## src/rtl/video_timing_gen.sv

```systemverilog
// video_timing_gen: 15 kHz arcade raster timing (pixel enable, beam counters, blanking, syncs)
// with blanked, sync-aligned colour output. Define VTG_TESTPATTERN_EN for the colour-bar source.
module video_timing_gen #(
    parameter int CE_DIV   = 4,
    parameter int H_ACTIVE = 288,
    parameter int H_FP     = 16,
    parameter int H_SYNC   = 32,
    parameter int H_BP     = 48,
    parameter int V_ACTIVE = 224,
    parameter int V_FP     = 16,
    parameter int V_SYNC   = 8,
    parameter int V_BP     = 16
) (
    input  logic       clk_sys,
    input  logic       reset,
    output logic [8:0] hcount,
    output logic [8:0] vcount,
    input  logic [7:0] r_in,
    input  logic [7:0] g_in,
    input  logic [7:0] b_in,
    input  logic       test_en,
    output logic       pix_ce,
    output logic [7:0] R,
    output logic [7:0] G,
    output logic [7:0] B,
    output logic       HSync,
    output logic       VSync,
    output logic       HBlank,
    output logic       VBlank,
    output logic       frame_start
);
    localparam int H_TOTAL = H_ACTIVE + H_FP + H_SYNC + H_BP;
    localparam int V_TOTAL = V_ACTIVE + V_FP + V_SYNC + V_BP;
    localparam int CW      = (CE_DIV > 2) ? $clog2(CE_DIV) : 1;

    localparam logic [CW-1:0] CDIV_LAST = CW'(CE_DIV - 1);
    localparam logic [8:0]    H_LAST    = 9'(H_TOTAL - 1);
    localparam logic [8:0]    V_LAST    = 9'(V_TOTAL - 1);
    localparam logic [9:0]    H_ACT     = 10'(H_ACTIVE);
    localparam logic [9:0]    V_ACT     = 10'(V_ACTIVE);
    localparam logic [9:0]    HS_BEG    = 10'(H_ACTIVE + H_FP);
    localparam logic [9:0]    HS_END    = 10'(H_ACTIVE + H_FP + H_SYNC - 1);
    localparam logic [9:0]    VS_BEG    = 10'(V_ACTIVE + V_FP);
    localparam logic [9:0]    VS_END    = 10'(V_ACTIVE + V_FP + V_SYNC - 1);

    if (H_TOTAL > 512 || V_TOTAL > 512) begin : g_bad_total
        $error("video_timing_gen: H_TOTAL and V_TOTAL must not exceed 512");
    end
    if (CE_DIV < 2) begin : g_bad_div
        $error("video_timing_gen: CE_DIV must be at least 2");
    end

    logic [CW-1:0] r_cdiv;
    logic [8:0]    r_hcount, r_vcount;
    logic          r_frame_start;
    logic          r_hblank_d, r_vblank_d, r_hs_d, r_vs_d;
    logic          r_hblank, r_vblank, r_hs, r_vs;
    logic [7:0]    r_r, r_g, r_b;
    logic          w_pix_ce, w_h_last, w_v_last;
    logic          w_hblank_c, w_vblank_c, w_hs_c, w_vs_c;
    logic [7:0]    w_src_r, w_src_g, w_src_b;

    assign w_pix_ce   = (r_cdiv == CDIV_LAST);
    assign w_h_last   = (r_hcount == H_LAST);
    assign w_v_last   = (r_vcount == V_LAST);

    assign w_hblank_c = ({1'b0, r_hcount} >= H_ACT);
    assign w_vblank_c = ({1'b0, r_vcount} >= V_ACT);
    assign w_hs_c     = ({1'b0, r_hcount} >= HS_BEG) && ({1'b0, r_hcount} <= HS_END);
    assign w_vs_c     = ({1'b0, r_vcount} >= VS_BEG) && ({1'b0, r_vcount} <= VS_END);

    // NOTE: sequential state uses non-blocking assignments so every register samples pre-edge values.
    always_ff @(posedge clk_sys) begin
        if (reset) begin
            r_cdiv        <= '0;
            r_hcount      <= '0;
            r_vcount      <= '0;
            r_frame_start <= 1'b0;
        end else begin
            r_cdiv        <= w_pix_ce ? '0 : r_cdiv + CW'(1);
            r_frame_start <= 1'b0;
            if (w_pix_ce) begin
                if (w_h_last) begin
                    r_hcount <= '0;
                    if (w_v_last) begin
                        r_vcount      <= '0;
                        r_frame_start <= 1'b1;
                    end else begin
                        r_vcount <= r_vcount + 9'd1;
                    end
                end else begin
                    r_hcount <= r_hcount + 9'd1;
                end
            end
        end
    end

    // The core answers one pixel after seeing the counters, so flags pass through one extra stage.
    always_ff @(posedge clk_sys) begin
        if (reset) begin
            {r_hblank_d, r_vblank_d, r_hs_d, r_vs_d} <= '0;
            {r_hblank, r_vblank, r_hs, r_vs}         <= '0;
            {r_r, r_g, r_b}                          <= '0;
        end else if (w_pix_ce) begin
            r_hblank_d <= w_hblank_c;
            r_vblank_d <= w_vblank_c;
            r_hs_d     <= w_hs_c;
            r_vs_d     <= w_vs_c;
            r_hblank   <= r_hblank_d;
            r_vblank   <= r_vblank_d;
            r_hs       <= r_hs_d;
            r_vs       <= r_vs_d;
            if (r_hblank_d || r_vblank_d) begin
                {r_r, r_g, r_b} <= '0;
            end else begin
                {r_r, r_g, r_b} <= {w_src_r, w_src_g, w_src_b};
            end
        end
    end

`ifdef VTG_TESTPATTERN_EN
    localparam int BAR_W = H_ACTIVE / 8;
    localparam int BW    = (BAR_W > 1) ? $clog2(BAR_W) : 1;
    localparam logic [BW-1:0] BAR_LAST = BW'(BAR_W - 1);

    logic [BW-1:0] r_bar_cnt;
    logic [3:0]    r_bar_idx;
    logic [2:0]    r_bar_d;
    logic [2:0]    w_bar_rgb;

    // Bar position tracks the current hcount; its colour is delayed to line up with the core's answer.
    always_ff @(posedge clk_sys) begin
        if (reset) begin
            r_bar_cnt <= '0;
            r_bar_idx <= '0;
            r_bar_d   <= '0;
        end else if (w_pix_ce) begin
            r_bar_d <= w_bar_rgb;
            if (w_h_last) begin
                r_bar_cnt <= '0;
                r_bar_idx <= '0;
            end else if (r_bar_idx != 4'd8) begin
                if (r_bar_cnt == BAR_LAST) begin
                    r_bar_cnt <= '0;
                    r_bar_idx <= r_bar_idx + 4'd1;
                end else begin
                    r_bar_cnt <= r_bar_cnt + BW'(1);
                end
            end
        end
    end

    // NOTE: every always_comb output gets a default first so no path can infer a latch.
    always_comb begin
        w_bar_rgb = 3'b000;
        case (r_bar_idx)
            4'd0: w_bar_rgb = 3'b111;
            4'd1: w_bar_rgb = 3'b110;
            4'd2: w_bar_rgb = 3'b011;
            4'd3: w_bar_rgb = 3'b010;
            4'd4: w_bar_rgb = 3'b101;
            4'd5: w_bar_rgb = 3'b100;
            4'd6: w_bar_rgb = 3'b001;
            default: w_bar_rgb = 3'b000;
        endcase
    end

    always_comb begin
        w_src_r = r_in;
        w_src_g = g_in;
        w_src_b = b_in;
        if (test_en) begin
            w_src_r = {8{r_bar_d[2]}};
            w_src_g = {8{r_bar_d[1]}};
            w_src_b = {8{r_bar_d[0]}};
        end
    end
`else
    logic w_unused_test_en;
    assign w_unused_test_en = test_en;
    assign w_src_r = r_in;
    assign w_src_g = g_in;
    assign w_src_b = b_in;
`endif

    assign hcount      = r_hcount;
    assign vcount      = r_vcount;
    assign pix_ce      = w_pix_ce;
    assign R           = r_r;
    assign G           = r_g;
    assign B           = r_b;
    assign HSync       = r_hs;
    assign VSync       = r_vs;
    assign HBlank      = r_hblank;
    assign VBlank      = r_vblank;
    assign frame_start = r_frame_start;
endmodule

```

## config.mk

```make
export PLATFORM = sky130hd
export DESIGN_NAME = video_timing_gen
export DESIGN_NICKNAME = d
export VERILOG_FILES = /design/src/rtl/video_timing_gen.sv
export SDC_FILE = /design/constraint.sdc
export NUM_CORES = 1
export LEC_CHECK = 0
export BUFFER_PORTS_ARGS = -buffer_cell sky130_fd_sc_hd__buf_2
export CAP_MARGIN = 20
export CORE_MARGIN = 8
export CORE_UTILIZATION = 40
export CTS_CLUSTER_DIAMETER = 30
export CTS_CLUSTER_SIZE = 12
export DETAILED_ROUTE_END_ITERATION = 8
export PLACE_DENSITY_LB_ADDON = 0.3
export SYNTH_ARGS = -nofsm -noshare
export SYNTH_HDL_FRONTEND = slang
export SYNTH_SLANG_ARGS = --single-unit
```

## constraint.sdc

```tcl
create_clock -name clk_sys -period 2.4 [get_ports clk_sys]
set_input_delay 0.12 -clock clk_sys [delete_from_list [all_inputs] [get_ports clk_sys]]
set_output_delay 0.12 -clock clk_sys [all_outputs]
set_load 0.05 [all_outputs]
```

; ---- After elaboration in Yosys (flattened, before gate mapping)
; Cells that the tools add are included.
[totals]
out_inout_bits = 48
ff_bits = 53
mem_bits_ro = 0
mem_bits_rw = 0
in_bits = 27
latch_bits = 0
n_memories = 0
elab_cells = 41
[op_classes]
order_cmp = 6
n_bitwise = 2
n_addsub = 3
multipliers = 0
reduce_logical = 6
n_eq_ne = 3
muxes = 6
n_shift = 0
n_div = 0
[op_table]
columns = operator, n
row1 = 2-to-1 mux 8 bit, 3
row2 = adder 9 x 1 -> 9 bit (second input constant), 2
row3 = == test 9 bit (second input constant), 2
row4 = >= comparator 9 x 8 -> 1 bit (second input constant), 2
row5 = >= comparator 9 bit (second input constant), 2
row6 = 2-to-1 mux 9 bit, 2
row7 = less-or-equal comparator 9 x 8 -> 1 bit (second input constant), 1
row8 = less-or-equal comparator 9 bit (second input constant), 1
row9 = OR reduction 3 bit, 1
row10 = adder 2 x 1 -> 2 bit (second input constant), 1
row11 = == test 2 bit (second input constant), 1
row12 = logical AND 1 bit, 2
row13 = inverter 1 bit, 2
row14 = AND reduction 2 bit, 1
row15 = OR reduction 2 bit, 1
row16 = logical OR 1 bit, 1
row17 = 2-to-1 mux 1 bit, 1

; ---- Depth between registers and ports, before layout
; Gate-level depths: netlist of the first run.
[logic_depth]
ltp_word = 3
depth_mapped = 7

; ---- Worst setup path before layout of the first run
; OpenSTA, ideal clock, no wires.
[synth_timing]
kind = reg2reg
from = register r_cdiv[0]
to = register r_vcount[5] (netlist: vcount[5])
path_buffers = 2
arrival_ns = 2.244
setup_slack_ns = 0.086
setup_ns = 0.070
path_stages_with_launch = 8
path_cell_list = dfxtp_1 > ha_1 > buf_2 > nand4_1 > or3_1 > buf_2 > or4_1 > a21oi_1
[synth_via]
elab_chain_cells = 2
[synth_rtl]
columns = element, line
row1 = from (decl), 53  ; logic [CW-1:0] r_cdiv;
row2 = from (signal assigned), 80  ; r_cdiv <= w_pix_ce ? '0 : r_cdiv + CW'(1);
row3 = == test 2 bit, 63  ; assign w_pix_ce = (r_cdiv == CDIV_LAST);
row4 = via pix_ce, 22  ; output logic pix_ce,
row5 = AND reduction 2 bit (no source line), -
row6 = to (signal assigned), 89  ; r_vcount <= r_vcount + 9'd1;
row7 = to (decl), 54  ; logic [8:0] r_hcount, r_vcount;
; The timed path passes the listed nets, and every way through them passes these cells.
; A chain may end at the register's enable or synchronous reset.

; ---- Final worst setup path of the first run
[layout_timing]
from = register r_hcount[0] (netlist: hcount[0])
to = register r_vcount[7] (netlist: vcount[7])
[layout_via]
elab_chain_cells = 2
[layout_rtl]
columns = element, line
row1 = from (decl), 54
row2 = from (signal assigned), 92  ; r_hcount <= r_hcount + 9'd1;
row3 = == test 9 bit, 64  ; assign w_h_last = (r_hcount == H_LAST);
row4 = AND reduction 2 bit (no source line), -
; No other way between the ends.

==> results of run 1 <==
==> area by class of cell <==
| cell class | count | share of cell area |
|---|---|---|
| clock buffers | 5 | 0.0262 |
| clock inverters | 3 | 0.00810 |
| inverters | 6 | 0.00857 |
| multi-input cells | 133 | 0.355 |
| flip-flops and latches | 53 | 0.404 |
| well taps | 70 | 0.0333 |
| repair buffers | 81 | 0.165 |
==> critical path, cell delays in order, from the launching register on <==
cell,delay (ns)
dfxtp_1,0.43
ha_1,0.24
nand4_1,0.14
or3_1,0.49
or4_1,0.55
a21oi_1,0.16
==> final timing paths <==
kind,end,depth (start not counted)
setup / recovery,vcount[7]$_SDFFE_PP0P_,5
hold / removal,G[3]$_SDFFE_PP0N_,2
setup reg to reg,vcount[7]$_SDFFE_PP0P_,5
hold reg to reg,r_cdiv[0]$_SDFF_PP0_,1
==> registers in the layout, summed over array words and instances, names as in the netlist <==
signal / flops
R: 8
r_cdiv: 2
hcount: 9
r_vblank_d: 1
VSync: 1
vcount: 9
r_hblank_d: 1
r_vs_d: 1
frame_start: 1
VBlank: 1
HSync: 1
r_hs_d: 1
G: 8
HBlank: 1
B: 8
==> logic make-up after synthesis <==
family                   after synthesis  synth area share
AO/OA/AOI/OAI                         45             0.174
buffers and inverters                 18            0.0346
multiplexers                           4            0.0194
flip-flops                            53             0.515
adder cells (fa/ha/maj)                5            0.0304
XOR/XNOR                              10            0.0425
AND/OR/NAND/NOR                       69             0.185
==> metrics by stage <==
step | util | instance area, um^2 | setup slack [ns] | hold slack, ns | std cells
2_1_floorplan | - | 2060 | 0.0861 | 0.246 | 204
3_3_place_gp | 0.497 | 2510 | 0.407 | 0.328 | 340
3_5_place_dp | 0.497 | 2510 | 0.358 | 0.335 | 340
4_1_cts | 0.519 | 2620 | 0.311 | 0.00143 | 350
5_1_grt | 0.521 | 2630 | 0.191 | 0.00113 | 351
6_report | 0.521 | 2630 | 0.321 | 0.0163 | 351
==> synthesized netlist by cell type <==
master     instances
nor3_1             9
o211ai_1           1
nand2_1            8
nand2b_1           5
or4_1              4
nand4b_1           1
xor2_1             5
or4b_4             1
dfxtp_1           53
buf_1              2
or4b_2             1
mux2i_1            4
clkbuf_1           7
buf_2              3
nand3_1            6
nor4_1             4
nor2_1            14
a32o_1             1
a21oi_1            8
or3_1              2
ha_1               5
nand3_2            1
nand4_1            6
o21ai_0            3
o21bai_4           1
o32ai_1            1
inv_1              6
and3_1             4
a22o_1            24
a211oi_1           1
o2111ai_1          1
o311ai_0           1
and2_1             1
nor2b_1            2
o31ai_1            3
xnor2_1            5
==> power by group through the flow <==
stage,Sequential [mW],Combinational (mW),Clock [mW]
after floorplan,0.996,0.0557,0
after global placement,0.935,0.169,0
after detailed placement,0.934,0.171,0
after CTS,0.915,0.173,0.527
after global routing,0.919,0.186,0.564
final,0.915,0.173,0.501
==> metal layers <==
metal / part of all wire / vias up
met5: 0 / -
met4: 0.016 / 0
met3: 0.097 / 8
met2: 0.42 / 56
met1: 0.46 / 767
li1: - / 902
==> summary.txt, run 1 <==
Global route
  – Grt total ovfl: 0
  – Busiest grt layer: met2
  – Vias in the first global route: between 1500 and 2000
  – Initial antenna violation count: 0
  – Tot GR Track Use: 0.132
  – Met2 global-route usage: 0.197
  – Met3 Track Usage GR: 0.0619
  – Largest net degree at the start of global routing: 27
  – First-pass GRT wire length: 8020 um
  – Met1 usage: 0.155

Clock tree
  – Clock Root Buffer: clkbuf_8
  – Clock Latency Late Sink: 0.30 ns
  – Htree depth: 2
  – CTS clk-pin slew, worst paths: 0.10 ns
  – Clk sink count: 53
  – Cts bufs inserted: 5
  – Hold-fix buffers at CTS: 2
  – CTS tree: yes
  – Post_cts resized: 0
  – Setup bufs post-CTS: 0
  – Clock Path Buffers: 2

Power and ir drop
  – Total power: 1.59 mW
  – Int Pwr: 1.17 mW
  – Sequential share of power: 0.576
  – Sw frac: 0.267
  – Pwr Density: approximately 600 nW/um^2
  – Lkg Pwr: 1.15 nW
  – Peak VDD IR: 0.339 mV
  – Clk pwr share: 0.315
  – Net Sw Power: around 0.42 mW
  – Comb pwr share: 0.109

Final layout
  – Sequential standard cell area: ~1100 um^2
  – Commonest cells after routing, fill and taps aside: 73 x buf_2, 53 x dfxtp_1, 24 x a22o_1
  – # nets final: around 310
  – Multi-input gate area: 933 um^2
  – Area grow syn2layout: 27.5%
  – Most common cell after layout, fill and taps aside: buf_2
  – Layout cells sized above 1: 0.324
  – Antenna diodes: 0
  – Filler cell count: 476

Run
  – Max_cap viols: 0

Detailed routing
  – Wirelength per Cell: 14.2 um
  – Initial DRC count: 88
  – Drt first pass iters: 5
  – ANT nets after route: 0
  – Post-Route WL: 4980 um
  – Via density: 4.94
  – Vias: about 1700
  – DRC: 0

Floorplanning
  – Num ports: 75
  – Die X: between 80 and 90 um
  – Initial Util: 0.409
  – Row count: 26
  – Core ar.: 5040 um^2
  – Die H: 87.8 um
  – Die area: ~7700 um^2

Worst hold path
  – Hold Crit Start: g_in[3]
  – Tightest Hold Check Type: in2reg

Worst setup path
  – Worst setup path startpoint: hcount[0]$_SDFFE_PP0N_
  – Worst EP required: 2.63 ns
  – Worst r2r src: hcount[0]$_SDFFE_PP0N_
  – Critical path type: reg2reg
  – Worst Setup Start Kind: register
  – FF-to-FF setup slack: 0.32 ns
  – Worst EP arrival: around 2.3 ns
  – Setup crit end kind: register
  – Crit Path Max Fanout: 8

Logic synthesis
  – Mapped Cells: 204
  – Mapped cell area: about 2100 um^2
  – Syn Nets: between 200 and 250
  – Share of the synthesized area in the top cell type: 0.515
  – YS warnings: 0
  – Post-synthesis cell type count: 36
  – Area leader, netlist: dfxtp_1
  – Avg Inst Size Synth: 10.1 um^2
  – Part of the Yosys area used for sequential elements: 0.515
  – Number of synthesized register bits: 53
  – Synth area leaders: dfxtp_1 51%, a22o_1 10%, ha_1 3.0%

Timing
  – Tmin final: 2.08 ns
  – Final Hold Fails: 0
  – Final Max Tran Viols: 0
  – Max Clock Freq: between 0.4 and 0.5 GHz
  – Final period utilization: 0.866
  – Worst Skew: roughly 0.0081 ns
  – Worst-Margin Slew: 0.429 ns
  – RSZ-0062 raised after global routing: false
  – Final setup fails: 0
  – Final TNS setup: 0 ns
  – Relative slew slack: 0.711

Status
  – Outcome: completed

Place
  – Port bufs: 73
  – Placer Congestion: between 0.7 and 0.8
  – Hpwl dp: about 3500 um
(Power assumes the default switching activity.)
==> run 2, diff against run 1 <==
CELL_PAD_IN_SITES_DETAIL_PLACEMENT = 1   (was unset)
CELL_PAD_IN_SITES_GLOBAL_PLACEMENT = 1   (was unset)
CORE_MARGIN = unset   (was 8)
CORE_UTILIZATION = 36   (was 40)
==> run 2 against run 1 <==
Total power is 0.31% higher; clock power grew 2%; first-iteration DRC count down 22%; sequential share of layout area rose by 0.31 points; flip-flop and latch count unchanged; utilization shrank 4.8 points; final cell count is the same; global-route usage is 4.2 points higher; count of clock-buffer cells in the layout unchanged; die area shrank 22%; critical path type unchanged.
==> summary.txt, run 2 (synthesis gave the netlist of run 1 again) <==
Status
  – Outcome: completed

Final layout
  – Area grow syn2layout: 26.5%
  – Most common cell after layout, fill and taps aside: buf_2
  – Layout cells sized above 1: 0.330 (+0.00591)
  – Antenna diodes: 0 (unchanged)
  – # nets final: 310 (-0.64%)
  – Filler cell count: 673 (+41%)
  – Commonest cells after routing, fill and taps aside: 73 x buf_2, 53 x dfxtp_1, 24 x a22o_1

Place
  – Placer Congestion: 0.733 (-5.8%)
  – Hpwl dp: 3580 um (+3.0%)
  – Port bufs: 73 (unchanged)

Power and ir drop
  – Total power: 1.59 mW (+0.31%)
  – Peak VDD IR: 0.297 mV (-12%)
  – Pwr Density: 611 nW/um^2 (+1.1%)
  – Lkg Pwr: 1.15 nW (-0.61%)

Worst hold path
  – Tightest Hold Check Type: in2reg

Detailed routing
  – Max layer used: met4
  – Via density: 5.10 (+3.3%)
  – Post-Route WL: 4970 um (-0.20%)
  – ANT nets after route: 0 (unchanged)
  – Initial DRC count: 69 (-22%)
  – Drt first pass iters: 4 (-1)
  – Met1 Wirelength: 2280 um (-1.0%)
  – Met3 WL post-DR: 178 um (-63%)
  – Wirelength per Cell: 14.2 um (-0.20%)
  – DRC: 0 (unchanged)
  – Vias: 1790 (+3.3%)
  – DR WL met2: 2450 um (+16%)

Floorplanning
  – Die X: 77.7 um (-12%)
  – Core ar.: 5510 um^2 (+9.2%)
  – Row count: 27 (+3.8%)
  – Die area: 6030 um^2 (-22%)
  – Num ports: 75 (unchanged)
  – Die H: 77.7 um (-12%)
  – Initial Util: 0.374 (-0.0345)

Worst setup path
  – Setup crit end kind: register
  – Worst EP arrival: 2.32 ns (about the same)
  – Critical path type: reg2reg
  – Crit Path Max Fanout: 8 (unchanged)
  – Worst Setup Start Kind: register
  – Worst EP required: 2.64 ns (about the same)

Timing
  – RSZ-0062 raised after global routing: false
  – Tmin final: 2.08 ns (+0.00141 ns)
  – Relative slew slack: 0.711 (about the same)
  – Worst Skew: 0.00718 ns (-0.000950 ns)
  – Final setup fails: 0 (unchanged)
  – Final TNS setup: 0 ns (unchanged)
  – Max Clock Freq: 0.481 GHz (about the same)
  – Final Max Tran Viols: 0 (unchanged)
  – Final Hold Fails: 0 (unchanged)
  – Worst-Margin Slew: 0.434 ns (+0.00503 ns)
  – Final period utilization: 0.867 (about the same)

Clock tree
  – Htree depth: 2 (unchanged)
  – Post_cts resized: 0 (unchanged)
  – Cts bufs inserted: 5 (unchanged)
  – Setup bufs post-CTS: 0 (unchanged)
  – Clock Latency Late Sink: 0.30 ns (about the same)
  – Clock Root Buffer: clkbuf_8
  – Clock Path Buffers: 2 (unchanged)
  – CTS clk-pin slew, worst paths: 0.10 ns (about the same)
  – Hold-fix buffers at CTS: 0 (-2)
  – Clk sink count: 53 (unchanged)
  – CTS tree: yes

Global route
  – Vias in the first global route: 1732 (-0.52%)
  – Grt total ovfl: 0 (unchanged)
  – Tot GR Track Use: 0.173 (+0.0417)
  – Largest net degree at the start of global routing: 27 (unchanged)
  – Initial antenna violation count: 0 (unchanged)
  – First-pass GRT wire length: 8350 um (+4.1%)

Run
  – Max_cap viols: 0 (unchanged)
==> run 2: changes by cell type in the layout (fill, tap and decap cells not counted), sizes merged <==
cell / before / now
buf: 78 / 79
dlygate4sd3: 3 / 0
==> run 2: per-layer routing <==
layer | GRT usage | vias to the layer above
li1 | - | 889
met4 | 0.0453 | 0
met2 | 0.283 | 39
met1 | 0.230 | 856
met3 | 0.0388 | 6
met5 | 0 | -
==> run 2: final cells by class <==
| cell class | count | area [um^2] | share of cell area |
|---|---|---|---|
| repair buffers | 79 | 410 | 0.157 |
| clock buffers | 5 | 68.8 | 0.0264 |
| multi-input cells | 133 | 933 | 0.358 |
| well taps | 72 | 90.1 | 0.0345 |
| clock inverters | 3 | 21.3 | 0.00816 |
| inverters | 6 | 22.5 | 0.00864 |
| flip-flops and latches | 53 | 1060 | 0.407 |
==> run 2: where the power goes <==
part	internal [mW]	total [mW]	switching, mW
Combinational	0.0526	0.170	0.117
Clock	0.208	0.509	0.301
Sequential	0.902	0.915	0.0127
==> run 2: worst max-delay path, stage by stage (launching register included) <==
cell and delay [ns]:
dfxtp_1 0.43, ha_1 0.23, nand4_1 0.16, or3_1 0.49, or4_1 0.55, a21oi_1 0.15
==> run 2: worst paths after layout <==
check	depth (start not counted)	endpoint	slack, ns	startpoint
hold / removal	2	R[1]$_SDFFE_PP0N_	0.02	r_in[1]
hold reg to reg	1	r_cdiv[0]$_SDFF_PP0_	0.44	r_cdiv[0]$_SDFF_PP0_
setup / recovery	5	vcount[5]$_SDFFE_PP0P_	0.32	hcount[0]$_SDFFE_PP0N_
setup reg to reg	5	vcount[5]$_SDFFE_PP0P_	0.32	hcount[0]$_SDFFE_PP0N_
==> run 2: stage by stage <==
step                utilization  cell area [um^2]  setup WS [ns]  hold slack, ns  instances
floorplan                     -              2060         0.0861           0.246        204
finish                    0.474              2610          0.319          0.0198        351
global route              0.474              2610          0.173         0.00209        351
global placement          0.457              2520          0.417           0.329        343
detailed placement        0.457              2520          0.350           0.335        343
CTS                       0.474              2610          0.313          0.0131        351
==> run 3, diff against run 2 <==
REMOVE_ABC_BUFFERS = 1   (was unset)
==> run 3 against run 2 <==
Wire length increased by 2.5%; clock power increased by 4%; total power increased by 1.5%; count of clock-buffer cells in the layout unchanged; global-route usage increased by 0.13 points; via count increased by 0.95%; critical path depth unchanged; largest power group unchanged.
==> summary.txt, run 3 (synthesis gave the netlist of run 1 again) <==
Power and ir drop
  – Lkg Pwr: 1.15 nW (+0.43%)
  – Peak VDD IR: 0.257 mV (-13%)
  – Pwr Density: 616 nW/um^2 (+0.82%)

Timing
  – Hold WS: 0.00789 ns (-0.0119 ns)
  – Final setup fails: 0 (unchanged)
  – Relative slew slack: 0.658 (-0.0527)
  – Final period utilization: 0.867 (about the same)
  – Final Max Tran Viols: 0 (unchanged)
  – Worst-Margin Slew: 0.509 ns (+0.0752 ns)
  – Max Clock Freq: 0.481 GHz (about the same)
  – Tmin final: 2.08 ns (-0.000870 ns)
  – RSZ-0062 raised after global routing: false
  – Worst Skew: 0.00675 ns (-0.000428 ns)
  – Final TNS setup: 0 ns (unchanged)
  – Final Hold Fails: 0 (unchanged)

Final layout
  – Final Util: 0.476 (+0.00295)
  – # nets final: 311 (+0.32%)
  – Commonest cells after routing, fill and taps aside: 73 x buf_2, 53 x dfxtp_1, 24 x a22o_1
  – Non-Filler Instances: 352 (+0.28%)
  – Antenna diodes: 0 (unchanged)
  – Area grow syn2layout: 27.3%
  – Layout cells sized above 1: 0.332 (+0.00239)
  – Most common cell after layout, fill and taps aside: buf_2

Detailed routing
  – Post-Route WL: 5090 um (+2.5%)
  – Initial DRC count: 95 (+38%)
  – DR WL met2: 2500 um (+2.0%)
  – Max layer used: met4
  – ANT nets after route: 0 (unchanged)
  – DRC: 0 (unchanged)
  – Drt first pass iters: 4 (unchanged)
  – Vias: 1807 (+0.95%)
  – Via density: 5.13 (+0.66%)
  – Wirelength per Cell: 14.5 um (+2.2%)
  – Met1 Wirelength: 2280 um (-0.13%)
  – Met3 WL post-DR: 194 um (+9.0%)

Floorplanning
  – Die H: 77.7 um (unchanged)
  – Core ar.: 5510 um^2 (unchanged)
  – Row count: 27 (unchanged)
  – Num ports: 75 (unchanged)
  – Initial Util: 0.374 (unchanged)
  – Die area: 6030 um^2 (unchanged)
  – Die X: 77.7 um (unchanged)

Place
  – Placer Congestion: 0.712 (-2.9%)
  – Port bufs: 73 (unchanged)
  – Hpwl dp: 3660 um (+2.2%)
  – Placed instance count: 343 (unchanged)

Clock tree
  – Clock Path Buffers: 2 (unchanged)
  – Clock Latency Late Sink: 0.31 ns (about the same)
  – Hold-fix buffers at CTS: 0 (unchanged)
  – Htree depth: 2 (unchanged)
  – Clk sink count: 53 (unchanged)
  – Post_cts resized: 0 (unchanged)
  – Setup bufs post-CTS: 0 (unchanged)
  – Clock Root Buffer: clkbuf_8
  – CTS clk-pin slew, worst paths: 0.11 ns (about the same)
  – CTS tree: yes
  – Cts bufs inserted: 5 (unchanged)

Worst setup path
  – Worst EP arrival: 2.33 ns (about the same)
  – Setup crit end kind: register
  – Crit Path Max Fanout: 8 (unchanged)
  – Worst Setup Start Kind: register
  – Critical path type: reg2reg
  – Worst EP required: 2.65 ns (about the same)

Global route
  – Tot GR Track Use: 0.175 (+0.00134)
  – Initial antenna violation count: 0 (unchanged)
  – Vias in the first global route: 1766 (+2.0%)
  – Largest net degree at the start of global routing: 25 (-7.4%)
  – Grt total ovfl: 0 (unchanged)
  – First-pass GRT wire length: 8390 um (+0.49%)

Worst hold path
  – Tightest Hold Check Type: in2reg

Status
  – Outcome: completed

Run
  – Max_cap viols: 0 (unchanged)
run 3: cell types whose count changed in the layout (fill, tap and decap cells not counted):
cell | before | now
nor2_2 | 0 | 1
dlygate4sd3_1 | 0 | 1
inv_6 | 1 | 2
clkinv_2 | 1 | 0
nor2_1 | 14 | 13
run 3: final cells by class:
| cell class | count | area [um^2] |
|---|---|---|
| Fill cell | 659 | 2880 |
| Sequential cell | 53 | 1060 |
| Multi-Input combinational cell | 133 | 936 |
| Timing Repair Buffer | 80 | 420 |
| Tap cell | 72 | 90.1 |
| Clock buffer | 5 | 68.8 |
| Clock inverter | 3 | 25.0 |
| Inverter | 6 | 22.5 |
run 3: worst paths after layout:
path | start | endpoint | slack, ns | depth (start not counted)
min reg2reg | r_cdiv[0]$_SDFF_PP0_ | r_cdiv[0]$_SDFF_PP0_ | 0.43 | 1
max reg2reg | hcount[0]$_SDFFE_PP0N_ | vcount[8]$_SDFFE_PP0P_ | 0.32 | 5
max | hcount[0]$_SDFFE_PP0N_ | vcount[8]$_SDFFE_PP0P_ | 0.32 | 5
min | g_in[1] | G[1]$_SDFFE_PP0N_ | 0.008 | 2
run 3: metrics by stage:
| stage | cell area, um^2 | setup slack [ns] | total power [mW] |
|---|---|---|---|
| after floorplan | 2010 | -0.445 | 1.05 |
| after global placement | 2520 | 0.408 | 1.11 |
| after detailed placement | 2520 | 0.338 | 1.11 |
| after CTS | 2610 | 0.312 | 1.64 |
| after global routing | 2620 | 0.158 | 1.69 |
| final | 2620 | 0.320 | 1.62 |
run 3: report_power, final:
| group | internal [mW] | switching, mW | leakage [nW] | total [mW] |
|---|---|---|---|---|
| combinational | 0.0539 | 0.119 | 0.678 | 0.173 |
| sequential | 0.902 | 0.0126 | 0.428 | 0.915 |
| clock | 0.213 | 0.316 | 0.0452 | 0.529 |
run 3: critical path, cell delays in order (launching register included):
cell and delay [ns]:
dfxtp_1 0.43, ha_1 0.25, nand4_1 0.16, or3_1 0.49
or4_1 0.54, a21oi_1 0.15
run 3: per-layer routing:
| layer | vias to the layer above | track usage |
|---|---|---|
| li1 | 891 | - |
| met1 | 869 | 0.217 |
| met2 | 36 | 0.296 |
| met3 | 11 | 0.0376 |
| met4 | 0 | 0.0623 |
| met5 | - | 0 |
